`src/rtl/tile_seq_pkg.sv`:
```
// tile_seq_pkg -- shared definitions for the tile sequencer.
//   state_e    : sequencer FSM states
//   tile_cnt_w : bit width of a tile-count port for a given MAX_TILES
//                (must be able to represent MAX_TILES itself, hence +1)
package tile_seq_pkg;

  typedef enum logic [2:0] {
    IDLE,
    FILL,
    DRAIN,
    COMPUTE,
    WAIT_OUT,
    ADVANCE,
    FINISH
  } state_e;

  function automatic int tile_cnt_w(input int max_tiles);
    return $clog2(max_tiles) + 1;
  endfunction

endpackage

```
`src/rtl/tile_addr_gen.sv`:
```
// tile_addr_gen -- m/k/n tile indices and the three per-tile row-address
// accumulators for tile_seq. Addresses only ever move by constant or
// per-job strides, so no runtime multiplier is needed.
// Ports:
//   clk, reset       clock, synchronous active-low reset
//   load             capture counts/bases and rewind to tile (0,0,0)
//   step             advance m (inner), then k, then n (outer)
//   *_tiles, *_base  job configuration, sampled on load
//   m_last/k_last/n_last  current index is the final one in its dimension
//   accumulate       0 on the first k tile of an output tile
//   weight/input/output_addr  current tile base rows (mod 2^ADDR_WIDTH)
module tile_addr_gen
  import tile_seq_pkg::*;
#(
  parameter int WIDTH_HEIGHT = 16,
  parameter int MAX_TILES    = 8,
  parameter int ADDR_WIDTH   = 8
) (
  input  logic                                clk,
  input  logic                                reset,
  input  logic                                load,
  input  logic                                step,
  input  logic [tile_cnt_w(MAX_TILES)-1:0]    m_tiles,
  input  logic [tile_cnt_w(MAX_TILES)-1:0]    k_tiles,
  input  logic [tile_cnt_w(MAX_TILES)-1:0]    n_tiles,
  input  logic [ADDR_WIDTH-1:0]               input_base,
  input  logic [ADDR_WIDTH-1:0]               weight_base,
  input  logic [ADDR_WIDTH-1:0]               output_base,
  output logic                                m_last,
  output logic                                k_last,
  output logic                                n_last,
  output logic                                accumulate,
  output logic [ADDR_WIDTH-1:0]               weight_addr,
  output logic [ADDR_WIDTH-1:0]               input_addr,
  output logic [ADDR_WIDTH-1:0]               output_addr
);

  localparam int CW = tile_cnt_w(MAX_TILES);
  localparam logic [ADDR_WIDTH-1:0] TILE_ROWS = ADDR_WIDTH'(WIDTH_HEIGHT);

  logic [CW-1:0]         m_idx, k_idx, n_idx;
  logic [CW-1:0]         m_end, k_end, n_end;
  logic [ADDR_WIDTH-1:0] in_stride;   // k_tiles*WIDTH_HEIGHT: next m, same k
  logic [ADDR_WIDTH-1:0] out_stride;  // n_tiles*WIDTH_HEIGHT: next m, same n
  logic [ADDR_WIDTH-1:0] in_base_q;
  logic [ADDR_WIDTH-1:0] in_k_base;   // input address of tile (m=0, k)
  logic [ADDR_WIDTH-1:0] out_n_base;  // output address of tile (m=0, n)

  assign m_last     = (m_idx == m_end);
  assign k_last     = (k_idx == k_end);
  assign n_last     = (n_idx == n_end);
  assign accumulate = (k_idx != '0);

  // NOTE: state registers use non-blocking assignments so every register
  // samples pre-edge values; blocking here would chain updates in one edge.
  always_ff @(posedge clk) begin
    if (!reset) begin
      m_idx       <= '0;
      k_idx       <= '0;
      n_idx       <= '0;
      m_end       <= '0;
      k_end       <= '0;
      n_end       <= '0;
      in_stride   <= '0;
      out_stride  <= '0;
      in_base_q   <= '0;
      in_k_base   <= '0;
      out_n_base  <= '0;
      weight_addr <= '0;
      input_addr  <= '0;
      output_addr <= '0;
    end else if (load) begin
      m_idx       <= '0;
      k_idx       <= '0;
      n_idx       <= '0;
      m_end       <= m_tiles - CW'(1);
      k_end       <= k_tiles - CW'(1);
      n_end       <= n_tiles - CW'(1);
      // Constant-factor scaling, done once per job.
      in_stride   <= ADDR_WIDTH'(int'(k_tiles) * WIDTH_HEIGHT);
      out_stride  <= ADDR_WIDTH'(int'(n_tiles) * WIDTH_HEIGHT);
      in_base_q   <= input_base;
      in_k_base   <= input_base;
      out_n_base  <= output_base;
      weight_addr <= weight_base;
      input_addr  <= input_base;
      output_addr <= output_base;
    end else if (step) begin
      if (!m_last) begin
        m_idx       <= m_idx + CW'(1);
        input_addr  <= input_addr + in_stride;
        output_addr <= output_addr + out_stride;
      end else begin
        // Weight tiles are visited in storage order (n-major, k-minor),
        // so each new weight tile is simply the next one.
        m_idx       <= '0;
        weight_addr <= weight_addr + TILE_ROWS;
        if (!k_last) begin
          k_idx       <= k_idx + CW'(1);
          in_k_base   <= in_k_base + TILE_ROWS;
          input_addr  <= in_k_base + TILE_ROWS;
          output_addr <= out_n_base;
        end else begin
          k_idx       <= '0;
          n_idx       <= n_idx + CW'(1);
          in_k_base   <= in_base_q;
          input_addr  <= in_base_q;
          out_n_base  <= out_n_base + TILE_ROWS;
          output_addr <= out_n_base + TILE_ROWS;
        end
      end
    end
  end

endmodule

```
`src/rtl/tile_seq.sv`:
```
// tile_seq -- tiled matrix-multiply sequencer for a WIDTH_HEIGHT systolic
// array. Walks n (outer), k, m (inner) tiles, issuing fill/drain commands
// once per weight tile and an active pulse per (m,k,n) tile.
// Ports:
//   clk, reset           clock, synchronous active-low reset
//   start, abort         job start pulse (accepted only when idle), abort
//   m/k/n_tiles          tile counts (1..MAX_TILES), sampled on start
//   input/weight/output_base  base rows, sampled on start
//   mem_to_fifo_done, fifo_to_arr_done, output_done  controller completions
//   fill_fifo, drain_fifo, active  one-cycle command pulses
//   *_addr_base          current tile base rows
//   accumulate           0 = overwrite (first k tile), 1 = add
//   busy, done, err      status; err is sticky until the next start
//   cycle_count          only with TILE_SEQ_PERF_CNT_EN: busy-cycle counter
module tile_seq
  import tile_seq_pkg::*;
#(
  parameter int WIDTH_HEIGHT = 16,
  parameter int MAX_TILES    = 8,
  parameter int ADDR_WIDTH   = 8
) (
  input  logic                             clk,
  input  logic                             reset,
  input  logic                             start,
  input  logic                             abort,
  input  logic [tile_cnt_w(MAX_TILES)-1:0] m_tiles,
  input  logic [tile_cnt_w(MAX_TILES)-1:0] k_tiles,
  input  logic [tile_cnt_w(MAX_TILES)-1:0] n_tiles,
  input  logic [ADDR_WIDTH-1:0]            input_base,
  input  logic [ADDR_WIDTH-1:0]            weight_base,
  input  logic [ADDR_WIDTH-1:0]            output_base,
  input  logic                             mem_to_fifo_done,
  input  logic                             fifo_to_arr_done,
  input  logic                             output_done,
  output logic                             fill_fifo,
  output logic                             drain_fifo,
  output logic                             active,
  output logic [ADDR_WIDTH-1:0]            weight_rd_addr_base,
  output logic [ADDR_WIDTH-1:0]            input_rd_addr_base,
  output logic [ADDR_WIDTH-1:0]            output_wr_addr_base,
  output logic                             accumulate,
  output logic                             busy,
  output logic                             done,
  output logic                             err
`ifdef TILE_SEQ_PERF_CNT_EN
  ,
  output logic [31:0]                      cycle_count
`endif
);

  localparam int CW = tile_cnt_w(MAX_TILES);
  localparam logic [CW-1:0] MAX_CNT = CW'(MAX_TILES);

  state_e state_q, state_d;
  logic   fill_d, drain_d, active_d, done_d, err_d;
  logic   load, step;
  logic   m_last, k_last, n_last;
  logic   counts_ok;

  assign counts_ok = (m_tiles != '0) && (m_tiles <= MAX_CNT) &&
                     (k_tiles != '0) && (k_tiles <= MAX_CNT) &&
                     (n_tiles != '0) && (n_tiles <= MAX_CNT);

  assign busy = (state_q != IDLE);

  // Command pulses are registered so each one coincides with the first
  // cycle of the state it opens.
  // NOTE: every output of this block gets a default first; any path that
  // skipped an assignment would otherwise infer a latch.
  always_comb begin
    state_d  = state_q;
    fill_d   = 1'b0;
    drain_d  = 1'b0;
    active_d = 1'b0;
    done_d   = 1'b0;
    err_d    = err;
    load     = 1'b0;
    step     = 1'b0;
    unique case (state_q)
      IDLE: if (start) begin
        if (counts_ok) begin
          state_d = FILL;
          fill_d  = 1'b1;
          load    = 1'b1;
          err_d   = 1'b0;
        end else begin
          state_d = FINISH;
          done_d  = 1'b1;
          err_d   = 1'b1;
        end
      end
      FILL: if (mem_to_fifo_done) begin
        state_d = DRAIN;
        drain_d = 1'b1;
      end
      DRAIN: if (fifo_to_arr_done) begin
        state_d  = COMPUTE;
        active_d = 1'b1;
      end
      COMPUTE: state_d = WAIT_OUT;
      WAIT_OUT: if (output_done) state_d = ADVANCE;
      ADVANCE: begin
        if (!m_last) begin
          state_d  = COMPUTE;
          active_d = 1'b1;
          step     = 1'b1;
        end else if (!(k_last && n_last)) begin
          state_d = FILL;
          fill_d  = 1'b1;
          step    = 1'b1;
        end else begin
          state_d = FINISH;
          done_d  = 1'b1;
        end
      end
      FINISH:  state_d = IDLE;
      default: state_d = IDLE;
    endcase

    // Abort overrides whatever the state would otherwise do this cycle.
    if (abort && (state_q inside {FILL, DRAIN, COMPUTE, WAIT_OUT, ADVANCE})) begin
      state_d  = FINISH;
      fill_d   = 1'b0;
      drain_d  = 1'b0;
      active_d = 1'b0;
      step     = 1'b0;
      done_d   = 1'b1;
      err_d    = 1'b1;
    end
  end

  always_ff @(posedge clk) begin
    if (!reset) begin
      state_q    <= IDLE;
      fill_fifo  <= 1'b0;
      drain_fifo <= 1'b0;
      active     <= 1'b0;
      done       <= 1'b0;
      err        <= 1'b0;
    end else begin
      state_q    <= state_d;
      fill_fifo  <= fill_d;
      drain_fifo <= drain_d;
      active     <= active_d;
      done       <= done_d;
      err        <= err_d;
    end
  end

  tile_addr_gen #(
    .WIDTH_HEIGHT(WIDTH_HEIGHT),
    .MAX_TILES   (MAX_TILES),
    .ADDR_WIDTH  (ADDR_WIDTH)
  ) u_addr_gen (
    .clk        (clk),
    .reset      (reset),
    .load       (load),
    .step       (step),
    .m_tiles    (m_tiles),
    .k_tiles    (k_tiles),
    .n_tiles    (n_tiles),
    .input_base (input_base),
    .weight_base(weight_base),
    .output_base(output_base),
    .m_last     (m_last),
    .k_last     (k_last),
    .n_last     (n_last),
    .accumulate (accumulate),
    .weight_addr(weight_rd_addr_base),
    .input_addr (input_rd_addr_base),
    .output_addr(output_wr_addr_base)
  );

`ifdef TILE_SEQ_PERF_CNT_EN
  always_ff @(posedge clk) begin
    if (!reset) begin
      cycle_count <= '0;
    end else if (start && (state_q == IDLE)) begin
      cycle_count <= '0;
    end else if (busy && (cycle_count != '1)) begin
      cycle_count <= cycle_count + 32'd1;
    end
  end
`endif

endmodule

```
`config.mk`:
```
export PLATFORM = sky130hd
export DESIGN_NAME = tile_seq
export DESIGN_NICKNAME = d
export VERILOG_FILES = /design/src/rtl/tile_seq_pkg.sv /design/src/rtl/tile_addr_gen.sv /design/src/rtl/tile_seq.sv
export SDC_FILE = /design/constraint.sdc
export NUM_CORES = 1
export LEC_CHECK = 0
export CAP_MARGIN = 20
export CORE_ASPECT_RATIO = 1.75
export CORE_MARGIN = 2
export CORE_UTILIZATION = 35
export CTS_BUF_LIST = sky130_fd_sc_hd__clkbuf_8 sky130_fd_sc_hd__clkbuf_16
export CTS_CLUSTER_DIAMETER = 80
export CTS_CLUSTER_SIZE = 40
export DETAILED_ROUTE_END_ITERATION = 8
export HOLD_SLACK_MARGIN = 0.02
export PLACE_DENSITY = 0.64
export SLEW_MARGIN = 20
export SYNTH_ARGS = -nofsm -noshare
export SYNTH_HDL_FRONTEND = slang
export SYNTH_SLANG_ARGS = --single-unit
```
`constraint.sdc`:
```
create_clock -name clk -period 3 [get_ports clk]
set_clock_uncertainty 0.1 [all_clocks]
set_input_delay 0.9 -clock clk [delete_from_list [all_inputs] [get_ports clk]]
set_output_delay 0.9 -clock clk [all_outputs]
set_load 0.02 [all_outputs]
```
==> results of run 1 <==
==> cell type report <==
type	count	area (µm²)
clock inverters	7	78.8
flip-flops and latches	88	1760
inverters	25	93.8
multi-input cells	395	2480
clock buffers	9	225
well taps	168	210
fillers	1175	6440
repair buffers	126	1200
==> layer usage <==
metal	vias to the layer above	wire length [µm]
li1	2135	-
met1	2058	5290
met2	123	7060
met3	24	493
met4	0	454
met5	-	0
==> through the flow <==
| step | setup slack [ns] | area [µm²] |
|---|---|---|
| final | 0.174 | 6060 |
| after global routing | 0.0182 | 6060 |
| after CTS | 0.173 | 6060 |
| after detailed placement | -0.172 | 5750 |
| after global placement | -0.0984 | 5750 |
| after floorplan | 0.317 | 4500 |
==> report_power, final <==
| part | switching [µW] | leakage (µW) | internal, µW | total, µW |
|---|---|---|---|---|
| registers | 70.9 | 0.000712 | 1250 | 1330 |
| logic | 534 | 0.00140 | 438 | 972 |
| clock network | 489 | 0.000139 | 652 | 1140 |
==> flip-flops by register name (all words and copies together), names as in the netlist, 3 cells and up <==
| name | count |
|---|---|
| state_q | 3 |
| u_addr_gen.k_end | 4 |
| u_addr_gen.out_n_base | 8 |
| u_addr_gen.n_end | 4 |
| u_addr_gen.m_idx | 4 |
| u_addr_gen.out_stride | 4 |
| u_addr_gen.n_idx | 4 |
| u_addr_gen.output_addr | 8 |
| u_addr_gen.m_end | 4 |
| u_addr_gen.input_addr | 8 |
| u_addr_gen.in_stride | 4 |
| u_addr_gen.in_base_q | 8 |
| u_addr_gen.weight_addr | 8 |
| u_addr_gen.in_k_base | 8 |
| u_addr_gen.k_idx | 4 |
==> logic make-up (layout without fill, tap and decap cells) <==
group | after synthesis | after routing | share of synthesized area
simple gates | 181 | 181 | 0.192
compound gates | 152 | 152 | 0.215
flops | 88 | 88 | 0.392
buf+inv | 59 | 167 | 0.0562
xor+xnor | 33 | 33 | 0.0643
fa+ha+maj | 18 | 18 | 0.0534
mux | 11 | 11 | 0.0273
==> worst max-delay path, delay by kind of cell <==
| family | cells | cell delay, ns |
|---|---|---|
| xor gates and xnor gates | 1 | 0.21 |
| buffers and inverters | 3 | 0.87 |
| adders and majority gates | 1 | 0.20 |
| AOI/OAI and AO/OA | 2 | 0.34 |
| and+or+nand+nor | 2 | 0.42 |
==> worst paths after layout <==
check / endpoint / cells after the start
max: u_addr_gen.output_addr[7]$_SDFFE_PN0P_ / 9
max reg2reg: u_addr_gen.input_addr[2]$_SDFFE_PN0P_ / 6
min: u_addr_gen.out_n_base[3]$_SDFFE_PN0P_ / 2
min reg2reg: u_addr_gen.out_n_base[3]$_SDFFE_PN0P_ / 2
==> cells in the mapped netlist, types with 6 or more instances <==
library cell,number,area share
a21oi_1,52,0.058
mux2_2,6,0.015
xnor2_1,24,0.047
o21ai_0,28,0.031
or3_1,9,0.013
clkbuf_1,23,0.019
nand4_1,6,0.0084
xor2_1,9,0.018
ha_1,16,0.045
nor2_1,34,0.028
nand3_1,14,0.016
inv_1,25,0.021
a211oi_1,22,0.037
nor3_1,7,0.0078
dfxtp_1,88,0.39
nand2_1,83,0.069
a31oi_1,10,0.014
==> results.yml, run 1 <==
floorplan:
  io_pins: 74
  die_h_um: 154
  core_area_mm2: 0.0125
  rows: 54
  fp.dieArea_mm2: 0.0138
  die_w_um: 89.7
  start_util: 0.360
timing:
  max_freq_mhz: 354
  maxSlewHeadroom: 0.606
  rsz0062_at_grt: "false"
  slew_violations: 0
  finalSetupViolCount: 0
  whs_ns: 0.353
  timing.final.crit_share: 0.942
  min_period_ns: 2.83
  tns_ns: 0
  tightest_slew_ns: 0.589
  finalHoldViolations: 0
place:
  hpwl_um: 9990
  port_buffers: 73
  placed_cells_incl_taps: 802
  place.gp.congestion: 0.835
power:
  max-vdd-ir-drop_uv: 319
  power_density_mw_per_mm2: 568
  total_power_uw: 3440
  leakage_uw: 0.00225
worst_setup_path:
  r2r_start: "u_addr_gen.k_idx[2]$_SDFFE_PP0N_"
  critical_path.max_stage_delay_ns: 0.51
  required_ns: 3.12
  start_kind: "input pin"
  critPathKind: "in -> reg"
  crit_arrival_ns: 2.94
  critPathSlowestCell: "clkdlybuf4s50_1"
  crit_fanout: 13
  crit_start: "k_tiles[0]"
  r2r_slack_ns: 0.38
  path_cells: "clkdlybuf4s50_1, inv_1, ha_1, nor2b_1, xnor2_1, nand4_1, buf_4, o21ai_0, a211oi_1"
  cp-end-kind: "flop"
yosys:
  synth.cell_area_mm2: 0.00450
  ys_warn_count: 0
  synth.lib_cells_used.distinct: 59
  syn_nets: 603
  syn_avg_cell_area_um2: 8.29
  yosysSeqAreaShare: 0.392
  ys_ff_latch: 88
  synth-edff-count: 0
  synth-main-ff-cell: "dfxtp_1"
  async_flop_share: 0
  synth_cells: 542
drt:
  vias: 4340
  wire_per_inst_um: 16.2
  drc: 0
  via_per_inst: 5.31
  wirelength_um: 13300
  first_iter_violations: 280
  ant_nets: 0
  first_pass_iters: 5
grt:
  gr-usage-met3: 0.0295
  grt-busiest-layer: "met2"
  antenna_found_initial: 0
  grt_max_degree: 29
  grt.overflow.total: 0
  grt_util_met2: 0.348
  use_met1: 0.229
  grt_pass1_vias: 4313
  grt.total_usage: 0.200
  grt_pass1_wl_um: 21400
clock_tree:
  cts.sinks: 88
  clkLatencyLatePin_ns: 0.34
  cts_tree: "yes"
  root_buffer: "clkbuf_16"
  numCtsBuffers: 9
  clockBufferDepth: 2
  h-tree-depth: 3
  postCtsHoldBufs: 0
  cts.repair.resized: 0
  cts_setup_buffers: 0
  path_clk_slew_ns: 0.07
layout:
  final_common_cell: "dfxtp_1"
  n_antenna_cell: 0
  final_cell_mix: "dfxtp_1 (88), nand2_1 (83), clkdlybuf4s50_1 (73)"
  layout-drive-gt1-share: 0.128
  final-instance-count-excl-fill: 818
  nNetsFinal: 706
  final_util: 0.484
  area_growth_pct: 34.7
worst_hold_path:
  holdCritStartpoint: "u_addr_gen.out_n_base[3]$_SDFFE_PN0P_"
  hp-class: "reg -> reg"
outcome:
  outcome: "finished clean"
run:
  drv_cap: 0
Note: power is estimated with default switching activity, not from simulation.
==> run 2: changes to the inputs <==
clock period = 2.65 ns   (was 3 ns; I/O delays follow)
==> results.yml, run 2 (synthesis results as in run 1) <==
power:
  power_density_mw_per_mm2: 640
  p_switching_uw: 1290
  total_power_uw: 3980
  swShare: 0.325
  p_seq_frac: 0.378
  power_frac_comb: 0.284
  p_int_uw: 2690
  p_clk_frac: 0.339
  max-vdd-ir-drop_uv: 333
  leakage_uw: 0.00237
drt:
  wl_met1_um: 5180
  first_iter_violations: 289
  first_pass_iters: 5
  wire_per_inst_um: 16.2
  drc: 0
  vias: 4345
  top_layer: "met4"
  via_per_inst: 5.27
  dr_wl_met3_um: 612
  dr_wl_met2_um: 7080
  wirelength_um: 13400
  ant_nets: 0
clock_tree:
  h-tree-depth: 3
  numCtsBuffers: 9
  cts_tree: "yes"
  clkLatencyLatePin_ns: 0.35
  root_buffer: "clkbuf_16"
  clockBufferDepth: 2
  cts.sinks: 88
  path_clk_slew_ns: 0.07
  postCtsHoldBufs: 0
layout:
  final_common_cell: "dfxtp_1"
  nNetsFinal: 713
  final_cell_mix: "dfxtp_1 (87), nand2_1 (82), clkdlybuf4s50_1 (69)"
  area_growth_pct: 38.5
  layout-drive-gt1-share: 0.155
  n_antenna_cell: 0
  stdcell_area_mm2: 0.00622
  final_util: 0.498
worst_hold_path:
  hp-class: "reg -> reg"
floorplan:
  io_pins: 74
  start_util: 0.360
  fp.dieArea_mm2: 0.0138
  die_h_um: 154
  die_w_um: 89.7
  core_area_mm2: 0.0125
  rows: 54
outcome:
  outcome: "finished clean"
timing:
  max_freq_mhz: 386
  tightest_slew_ns: 0.421
  finalSetupViolCount: 0
  rsz0062_at_grt: "true"
  timing.final.crit_share: 0.978
  maxSlewHeadroom: 0.717
  slew_violations: 0
  tns_ns: 0
  min_period_ns: 2.59
  finalHoldViolations: 0
grt:
  grt_pass1_vias: 4354
  grt.total_usage: 0.200
  grt_max_degree: 29
  antenna_found_initial: 0
  grt_pass1_wl_um: 21300
  grt.overflow.total: 0
worst_setup_path:
  required_ns: 1.76
  critical_path.max_stage_delay_ns: 0.57
  critPathKind: "reg -> out"
  crit_fanout: 11
  start_kind: "flop"
  path_cells: "or3_1, clkdlybuf4s50_1"
  cp-end-kind: "primary output"
  critPathSlowestCell: "clkdlybuf4s50_1"
  crit_arrival_ns: 1.70
place:
  port_buffers: 73
  placed_area_mm2: 0.00580
  hpwl_um: 10100
  place.gp.congestion: 0.829
run:
  drv_cap: 0
==> run 2: cell count changes in the layout (fill, tap and decap cells not counted), sizes merged, moves of 2 or more <==
| cell | before | now |
|---|---|---|
| clkdlybuf4s50 | 73 | 69 |
| clkinvlp | 3 | 1 |
| dlymetal6s2s | 0 | 2 |
| buf | 53 | 59 |
| dlygate4sd2 | 0 | 2 |
==> run 2: power by group through the flow <==
stage,Sequential (µW),Clock (µW),Combinational [µW]
6_report,1500,1350,1130
5_1_grt,1520,1430,1240
4_1_cts,1500,1370,1120
3_5_place_dp,1530,0,1100
3_3_place_gp,1530,0,1090
2_1_floorplan,1550,0,605
==> run 2: area by class of cell <==
type / instances / area [µm²]
Clock buffer: 9 / 225
Inverter: 25 / 93.8
Fill cell: 1211 / 6270
Multi-Input combinational cell: 395 / 2540
Tap cell: 168 / 210
Timing Repair Buffer: 133 / 1310
Clock inverter: 7 / 88.8
Sequential cell: 88 / 1760
==> run 2: what timing repair did <==
item | CTS | global route
gates resized for setup | 6 | 25
pin swaps | 3 | 3
setup endpoints to repair | 12 | 68
setup buffers | 1 | 0
cloned | 1 | 0
==> run 2: path summary, 6_finish.rpt <==
kind | slack (ns) | depth (start not counted) | endpoint | startpoint
max | 0.06 | 2 | busy | state_q[1]$_SDFFE_PN0P_
min | 0.36 | 2 | u_addr_gen.out_n_base[3]$_SDFFE_PN0P_ | u_addr_gen.out_n_base[3]$_SDFFE_PN0P_
max reg2reg | 0.13 | 6 | u_addr_gen.weight_addr[6]$_SDFFE_PN0P_ | u_addr_gen.k_idx[3]$_SDFFE_PP0N_
min reg2reg | 0.36 | 2 | u_addr_gen.out_n_base[3]$_SDFFE_PN0P_ | u_addr_gen.out_n_base[3]$_SDFFE_PN0P_
==> run 2: stage by stage <==
stage / hold slack, ns / setup WS, ns / std cells
floorplan: 0.334 / 0.0717 / 542
global placement: 0.340 / -0.310 / 807
detailed placement: 0.349 / -0.432 / 807
CTS: 0.359 / 0.00362 / 825
global route: 0.379 / -0.0140 / 825
finish: 0.357 / 0.0573 / 825
==> run 2: critical path, delay by kind of cell (launching register included) <==
kind / cells / cell delay (ns)
buffers and inverters: 1 / 0.57
AND/OR/NAND/NOR: 1 / 0.39
flip-flops: 1 / 0.39
==> run 2: metal layers <==
| layer | up-vias | GRT usage |
|---|---|---|
| li1 | 2155 | - |
| met1 | 2042 | 0.224 |
| met2 | 119 | 0.347 |
| met3 | 29 | 0.0456 |
| met4 | 0 | 0.0881 |
| met5 | - | 0 |
